$ cat src/rtl/rs232_tx_fifo.sv
// rs232_tx_fifo: 4-entry byte FIFO feeding an 8N1/8N2 serialiser with back-to-back frames.
module rs232_tx_fifo #(
  parameter int CLKS_PER_BIT = 1,
  parameter int STOP_BITS    = 1
) (
  input  logic       clk_in,
  input  logic       rst_in,
  input  logic [7:0] data_in,
  input  logic       valid_in,
  output logic       ready_out,
  output logic       txd_out,
  output logic       busy_out,
  output logic [2:0] level_out
);
  typedef enum logic [1:0] {IDLE, START, DATA, STOP} state_t;
  localparam logic [15:0] BIT_LAST  = 16'(CLKS_PER_BIT - 1);
  localparam logic [2:0]  STOP_LAST = 3'(STOP_BITS - 1);
  state_t      state_q, state_d;
  logic [7:0]  mem_q [4];
  logic [7:0]  mem_d [4];
  logic [1:0]  wr_ptr_q, wr_ptr_d, rd_ptr_q, rd_ptr_d;
  logic [2:0]  level_q, level_d;
  logic [15:0] timer_q, timer_d;
  logic [2:0]  idx_q, idx_d;
  logic [7:0]  shift_q, shift_d;
  logic        txd_q, txd_d;
  logic        wr, pop, bit_end;
  assign ready_out = ~level_q[2];
  assign txd_out   = txd_q;
  assign busy_out  = state_q != IDLE;
  assign level_out = level_q;
  always_comb begin
    wr       = valid_in && ready_out;
    pop      = 1'b0;
    bit_end  = timer_q == BIT_LAST;
    state_d  = state_q;
    timer_d  = timer_q + 16'd1;
    idx_d    = idx_q;
    mem_d    = mem_q;
    case (state_q)
      IDLE: begin
        timer_d = '0;
        if (level_q != 3'd0) begin
          pop     = 1'b1;
          state_d = START;
        end
      end
      START: if (bit_end) begin
        state_d = DATA;
        idx_d   = '0;
        timer_d = '0;
      end
      DATA: if (bit_end) begin
        timer_d = '0;
        idx_d   = idx_q + 3'd1;
        if (idx_q == 3'd7) state_d = STOP;
      end
      STOP: if (bit_end) begin
        timer_d = '0;
        idx_d   = idx_q + 3'd1;
        // idx doubles as the stop-bit counter so the timer only spans one bit
        if (idx_q == STOP_LAST) begin
          idx_d   = '0;
          pop     = level_q != 3'd0;
          state_d = pop ? START : IDLE;
        end
      end
    endcase
    if (wr) mem_d[wr_ptr_q] = data_in;
    shift_d  = pop ? mem_q[rd_ptr_q] : shift_q;
    wr_ptr_d = wr_ptr_q + 2'(wr);
    rd_ptr_d = rd_ptr_q + 2'(pop);
    level_d  = level_q + 3'(wr) - 3'(pop);
    txd_d    = state_d == START ? 1'b0 : state_d == DATA ? shift_d[idx_d] : 1'b1;
  end
  always_ff @(posedge clk_in or posedge rst_in) begin
    if (rst_in) begin
      state_q  <= IDLE;
      mem_q    <= '{default: '0};
      wr_ptr_q <= '0;
      rd_ptr_q <= '0;
      level_q  <= '0;
      timer_q  <= '0;
      idx_q    <= '0;
      shift_q  <= '0;
      txd_q    <= 1'b1;
    end else begin
      state_q  <= state_d;
      mem_q    <= mem_d;
      wr_ptr_q <= wr_ptr_d;
      rd_ptr_q <= rd_ptr_d;
      level_q  <= level_d;
      timer_q  <= timer_d;
      idx_q    <= idx_d;
      shift_q  <= shift_d;
      txd_q    <= txd_d;
    end
  end
endmodule

$ cat config.mk
export PLATFORM = sky130hd
export DESIGN_NAME = rs232_tx_fifo
export DESIGN_NICKNAME = d
export VERILOG_FILES = /design/src/rtl/rs232_tx_fifo.sv
export SDC_FILE = /design/constraint.sdc
export NUM_CORES = 1
export LEC_CHECK = 0
export ABC_CLOCK_PERIOD_IN_PS = 3550
export CORE_ASPECT_RATIO = 1.25
export CORE_MARGIN = 2
export CORE_UTILIZATION = 60
export CTS_CLUSTER_SIZE = 20
export DETAILED_ROUTE_END_ITERATION = 12
export PLACE_DENSITY = 0.79
export SLEW_MARGIN = 20
export SYNTH_ARGS = -nofsm -noshare
export SYNTH_HDL_FRONTEND = slang
export SYNTH_SLANG_ARGS = --single-unit
$ cat constraint.sdc
create_clock -name clk_in -period 3.55 [get_ports clk_in]
set_input_delay 0.71 -clock clk_in [delete_from_list [all_inputs] [get_ports clk_in]]
set_output_delay 0.71 -clock clk_in [all_outputs]
set_load 0.005 [all_outputs]
==> metrics.csv, run 1 <==
metric;value;unit
status;completed;
cells along the critical path;inv_1 -> ha_1 -> nor4b_2 -> and4_4 -> inv_2 -> ha_1 -> nand2b_1 -> a21oi_1 -> a221oi_1 -> and2_4 -> and3b_1 -> a2111oi_2 -> a31oi_1;
Starting DRT DRC Count;93;
max incr delay on CP;430;ps
final WL;6390;um
antenna cell count;0;
vias;2212;
ys async rst share;100;%
unrepaired setup endpoints after global routing;no;
Buf/Inv on CP;2;
Primary FF master, synth;dfrtp_1;
Slew @ Worst Pin;821;ps
worst vdd ir;582;uV
grt ovf;0;
Slew headroom;45.0;%
leak pwr;1.74;nW
hold slack;470;ps
initial antenna violation count;0;
Cell Area, Synth;0.00348;sq mm
Post-synth EDFFs;0;
Worst Path Required;3810;ps
CTS resizes;0;
initial cell density of the core;61.0;%
final hold violation count;0;
CTS clk-pin slew, worst paths;70;ps
synthesized flop and latch total;69;
min-delay worst type;reg2reg;
Tcrit/Tclk final;86.1;%
CTS Buf Count;9;
Startpoint Class;flip-flop;
min cycle time layout;3060;ps
final slew viol count;0;
# DRC;0;
H-tree levels;3;
total of max-cap violations;0;
distinct cell type count after synthesis;55;
CTS tree;done;
vias in the first global route;2412;
RePlAce Congestion;0.785;
area grow syn2layout;11.8;%
# port buffers;16;
register area share after synthesis;49.7;%
CTS Hold Bufs;0;
Synthesized Nets;316;
setup slack at placement;473;ps
cell family with most CP delay;simple AND/OR/NAND/NOR gates;
Final WS setup;493;ps
GRT Overall Usage;23.3;%
share of cells above drive strength 1;24.0;%
CP Capture Type;flip-flop;
P per Cell Area;850;mW/mm^2
setup TNS;0;ps
first-pass GRT wire length;11200;um
WP data arrival;3310;ps
Final nets;340;
Core Rows;31;
root cell of the clock tree;clkbuf_8;
chip height;89.1;um
Detail Route Antenna Nets;0;
average size of a mapped cell;11.9;sq um
Die W;72.1;um
DR pass1 iterations;4;
FILL cells;422;
hpwl dp;4680;um
Cells after Synth;292;
Synth Warn #;0;
Die ar.;0.00643;sq mm
Crit Path Category;reg2reg;
clk_lat worst skew;340;ps
largest net degree at the start of global routing;29;
Slowest cell on crit path;dfrtp_1;
drt via density;5.72;
CP Max Fanout;11;
max frequency;327;MHz
IO Pins;17;
core region area;0.00570;sq mm
number of clock sinks;69;
Crit path top cell by count;ha_1;
postcts setup bufs;0;
Clock Path Buffers;2;
Worst Skew;8.01;ps
final number of setup-violating endpoints;0;
DR WL/cell;16.5;um
==> worst paths after layout <==
| check | from | endpoint | slack [ps] | cells after the start |
|---|---|---|---|---|
| max | timer_q[0]$_DFF_PP0_ | txd_out$_DFF_PP1_ | 490 | 13 |
| max reg2reg | timer_q[0]$_DFF_PP0_ | txd_out$_DFF_PP1_ | 490 | 13 |
| min in group asynchronous | rst_in | rd_ptr_q[0]$_DFF_PP0_ | 750 | 2 |
| max in group asynchronous | rst_in | txd_out$_DFF_PP1_ | 2030 | 3 |
| min reg2reg | shift_q[7]$_DFF_PP0_ | shift_q[7]$_DFF_PP0_ | 470 | 2 |
| min | shift_q[7]$_DFF_PP0_ | shift_q[7]$_DFF_PP0_ | 470 | 2 |
==> layout make-up <==
| type | count | area, sq um | area share, % |
|---|---|---|---|
| Inverter | 16 | 60.1 | 1.54 |
| Timing Repair Buffer | 20 | 190 | 4.89 |
| Clock inverter | 1 | 7.51 | 0.193 |
| Clock buffer | 15 | 176 | 4.54 |
| Tap cell | 66 | 82.6 | 2.12 |
| Multi-Input combinational cell | 200 | 1650 | 42.3 |
| Sequential cell | 69 | 1730 | 44.4 |
==> sequential cells by signal, indices dropped and copies added (netlist names) <==
name	flops
mem_q	32
timer_q	16
shift_q	8
idx_q	3
level_out	3
rd_ptr_q	2
state_q	2
wr_ptr_q	2
txd_out	1
==> per-layer routing <==
layer | global-route usage [%] | share of wire, % | vias up
met1 | 26.9 | 41 | 1103
met4 | 10.8 | 1.1 | 0
li1 | - | - | 1084
met2 | 42.5 | 56 | 20
met3 | 3.38 | 1.8 | 5
met5 | 0 | 0 | -
==> worst register-to-register path, delay by kind of cell (launching register included) <==
family / cells / cell delay [ps]
and+or+nand+nor: 5 / 1060
AOI/OAI and AO/OA: 4 / 900
DFF: 1 / 430
adders and majority gates: 2 / 420
buffers and inverters: 2 / 180
==> cells by family (layout without fill, tap and decap cells) <==
logic type	after synthesis	after routing	share of synthesized area (%)
and+or+nand+nor	94	94	14.3
xor gates and xnor gates	17	17	4.28
buffers and inverters	23	52	3.06
DFF	69	69	49.7
AOI/OAI and AO/OA	29	29	6.15
adders and majority gates	13	13	4.89
muxes	47	47	17.7
==> power breakdown <==
part           leakage [nW]  total (W)  switching (W)  internal (W)
clock network        0.0900   0.000590       0.000278      0.000312
registers             0.865    0.00130       0.000199       0.00110
logic                 0.782    0.00141       0.000663      0.000752
total                  1.74    0.00330        0.00114       0.00216
==> synth_stat cells, drive strengths merged (2+ instances only) <==
| library cell | instances | share of area (%) |
|---|---|---|
| mux4 | 8 | 5.2 |
| nand2b | 4 | 0.93 |
| o211ai | 2 | 0.43 |
| buf | 3 | 0.90 |
| mux2 | 33 | 11 |
| xnor2 | 7 | 1.8 |
| nor4 | 3 | 0.90 |
| and2 | 2 | 0.43 |
| o21ai | 6 | 0.97 |
| clkbuf | 4 | 0.43 |
| or3 | 3 | 0.54 |
| nand2 | 36 | 3.9 |
| xor2 | 10 | 2.5 |
| and3 | 5 | 0.93 |
| a2111oi | 2 | 0.68 |
| nor3 | 4 | 0.72 |
| o22ai | 4 | 0.90 |
| dfrtp | 68 | 49 |
| nor2 | 19 | 2.0 |
| ha | 12 | 4.3 |
| and4 | 3 | 0.83 |
| mux2i | 6 | 1.7 |
| a21oi | 6 | 0.86 |
| inv | 16 | 1.7 |
| nand3 | 10 | 1.6 |
==> layout by cell type (no fill, tap or decap), drive strengths merged, types with 5 or more instances in the layout <==
master / n
inv: 16
o21ai: 6
dfrtp: 68
xor2: 10
nand3: 10
a21oi: 6
clkbuf: 15
ha: 12
clkdlybuf4s50: 16
mux2: 33
nand2: 36
and3: 5
mux2i: 6
nor2: 19
xnor2: 7
mux4: 8
==> through the flow <==
stage,std cells,util [%],instance area (sq um),power (W)
final,387,68.2,3890,0.00330
after global routing,387,68.2,3890,0.00355
after CTS,387,68.2,3890,0.00334
after detailed placement,371,65.0,3710,0.00273
after global placement,371,65.0,3710,0.00266
after floorplan,292,-,3480,0.00238
Power figures use the tool's default switching activity.
==> inputs of run 2 (changes only) <==
--- a/config.mk
+++ b/config.mk
@@ -5,13 +5,13 @@
 export SDC_FILE = /design/constraint.sdc
 export NUM_CORES = 1
 export LEC_CHECK = 0
-export ABC_CLOCK_PERIOD_IN_PS = 3550
 export CORE_ASPECT_RATIO = 1.25
 export CORE_MARGIN = 2
 export CORE_UTILIZATION = 60
 export CTS_CLUSTER_SIZE = 20
 export DETAILED_ROUTE_END_ITERATION = 12
 export PLACE_DENSITY = 0.79
+export RECOVER_POWER = 25
 export SLEW_MARGIN = 20
 export SYNTH_ARGS = -nofsm -noshare
 export SYNTH_HDL_FRONTEND = slang
==> run 2 against run 1 <==
Net effect:
- wire length is 0.16% lower
- clock power hardly changed
- critical path depth stayed put
- sequential share of layout area hardly changed
- critical path type unchanged
- largest power group unchanged
==> metrics.csv, run 2 (same netlist as run 1, synthesis figures left out) <==
metric;value;unit;change
area grow syn2layout;11.7;%;about the same
initial antenna violation count;0;;unchanged
WHS Path Cells;2;;unchanged
most common cell after layout, fill and taps aside;dfrtp_1;;
Top Registers;mem_q: 32 flops, timer_q: 16 flops, shift_q: 8 flops;;
P per Cell Area;850;mW/mm^2;about the same
Hold EP;shift_q[7]$_DFF_PP0_;;
Slew headroom;29.1;%;-16 points
grt ovf;0;;unchanged
final hold violation count;0;;unchanged
share of cells above drive strength 1;23.4;%;-0.62 points
final cell count without fillers;387;;unchanged
fin util;68.2;%;about the same
RePlAce Congestion;0.785;;unchanged
final slew viol count;0;;unchanged
HP Start;shift_q[7]$_DFF_PP0_;;
Die W;72.1;um;unchanged
CP Capture Type;flip-flop;;
min-delay worst type;reg2reg;;
r2r endpoint;txd_out$_DFF_PP1_;;
Slew @ Worst Pin;1060;ps;+241 ps
CTS Buf Count;9;;unchanged
leak pwr;1.73;nW;-0.12%
# port buffers;16;;unchanged
most frequent cells in the layout;dfrtp_1 (68), nand2_1 (36), mux2_2 (32), nor2_1 (19), inv_1 (15);;
DR pass1 iterations;4;;unchanged
max layer used;met4;;
CTS Hold Bufs;0;;unchanged
GRT Overall Usage;23.3;%;unchanged
total of max-cap violations;0;;unchanged
status;completed;;
Tcrit/Tclk final;86.1;%;about the same
setup TNS;0;ps;unchanged
WP data arrival;3310;ps;about the same
final WL;6380;um;-0.16%
CTS clk-pin slew, worst paths;70;ps;about the same
drt via density;5.72;;unchanged
hpwl dp;4680;um;unchanged
chip height;89.1;um;unchanged
number of clock sinks;69;;unchanged
Largest register FFs;32;;unchanged
IO Pins;17;;unchanged
min cycle time layout;3060;ps;+0.212 ps
crit path from;timer_q[0]$_DFF_PP0_;;
DR WL/cell;16.5;um;-0.16%
routed length on met2;3570;um;about the same
CTS tree;done;;
worst vdd ir;582;uV;about the same
first-pass GRT wire length;11200;um;unchanged
Die ar.;0.00643;sq mm;unchanged
max frequency;327;MHz;about the same
R2R depth;13;;unchanged
postcts setup bufs;0;;unchanged
root cell of the clock tree;clkbuf_8;;
Biggest register;mem_q;;
final number of setup-violating endpoints;0;;unchanged
Final nets;340;;unchanged
worst r2r src;timer_q[0]$_DFF_PP0_;;
CP Max Fanout;11;;unchanged
largest net degree at the start of global routing;29;;unchanged
Worst Path Required;3810;ps;about the same
Cells after DPL;371;;unchanged
unrepaired setup endpoints after global routing;no;;
# DRC;0;;unchanged
reg-to-reg setup timing slack;490;ps;about the same
CTS resizes;0;;unchanged
M1 WL;2620;um;-0.42%
antenna cell count;0;;unchanged
vias in the first global route;2412;;unchanged
Crit Path Category;reg2reg;;
core region area;0.00570;sq mm;unchanged
H-tree levels;3;;unchanged
Worst Skew;8.00;ps;-0.0000800 ps
vias;2212;;unchanged
Detail Route Antenna Nets;0;;unchanged
initial cell density of the core;61.0;%;unchanged
Starting DRT DRC Count;94;;+1.1%
WL met3;115;um;unchanged
Core Rows;31;;unchanged
Total Power;0.00330;W;about the same
clk_lat worst skew;340;ps;about the same
Startpoint Class;flip-flop;;
Clock Path Buffers;2;;unchanged
run 2: changes by cell type in the layout (fill, tap and decap cells not counted):
cell,delta
buf_4,-1
clkbuf_1,+1
clkdlybuf4s50_1,-2
dlygate4sd3_1,+2
inv_1,+1
inv_2,-1
run 2: metrics by stage:
| step | cell area [sq um] | hold slack (ps) | setup slack (ps) |
|---|---|---|---|
| after floorplan | 3480 | 438 | 657 |
| after global placement | 3710 | 454 | 633 |
| after detailed placement | 3710 | 458 | 473 |
| after CTS | 3890 | 474 | 467 |
| after global routing | 3890 | 514 | 214 |
| final | 3890 | 470 | 493 |
run 2: area by class of cell:
cell class / count / area (sq um)
clock inverters: 1 / 7.51
inverters: 16 / 60.1
well taps: 66 / 82.6
fillers: 421 / 1820
clock buffers: 15 / 176
flip-flops and latches: 69 / 1730
multi-input cells: 200 / 1650
repair buffers: 20 / 186
run 2: power by group:
group / leakage (nW) / total [W] / switching [W] / internal, W
sequential: 0.865 / 0.00130 / 0.000199 / 0.00110
combinational: 0.780 / 0.00141 / 0.000662 / 0.000751
clock: 0.0900 / 0.000590 / 0.000278 / 0.000312
run 2: worst max-delay path by stage:
stage	endpoint	slack (ps)	depth (start not counted)
CTS	txd_out$_DFF_PP1_	470	13
floorplan	txd_out$_DFF_PP1_	660	15
finish	txd_out$_DFF_PP1_	490	13
detailed placement	txd_out$_DFF_PP1_	470	13
global route	txd_out$_DFF_PP1_	210	13
global placement	txd_out$_DFF_PP1_	630	13
run 2: worst max-delay path, cell delays in order, from the launching register on:
cell and delay [ps]:
dfrtp_1 430, inv_1 80, ha_1 130, nor4b_2 200, and4_4 290, inv_2 100
ha_1 280, nand2b_1 100, a21oi_1 60, a221oi_1 370, and2_4 270, and3b_1 200
a2111oi_2 340, a31oi_1 130
run 2: per-layer routing:
| layer | track usage, % | up-vias |
|---|---|---|
| met5 | 0 | - |
| met4 | 10.8 | 0 |
| met3 | 3.38 | 5 |
| met2 | 42.5 | 20 |
| met1 | 26.9 | 1102 |
| li1 | - | 1085 |
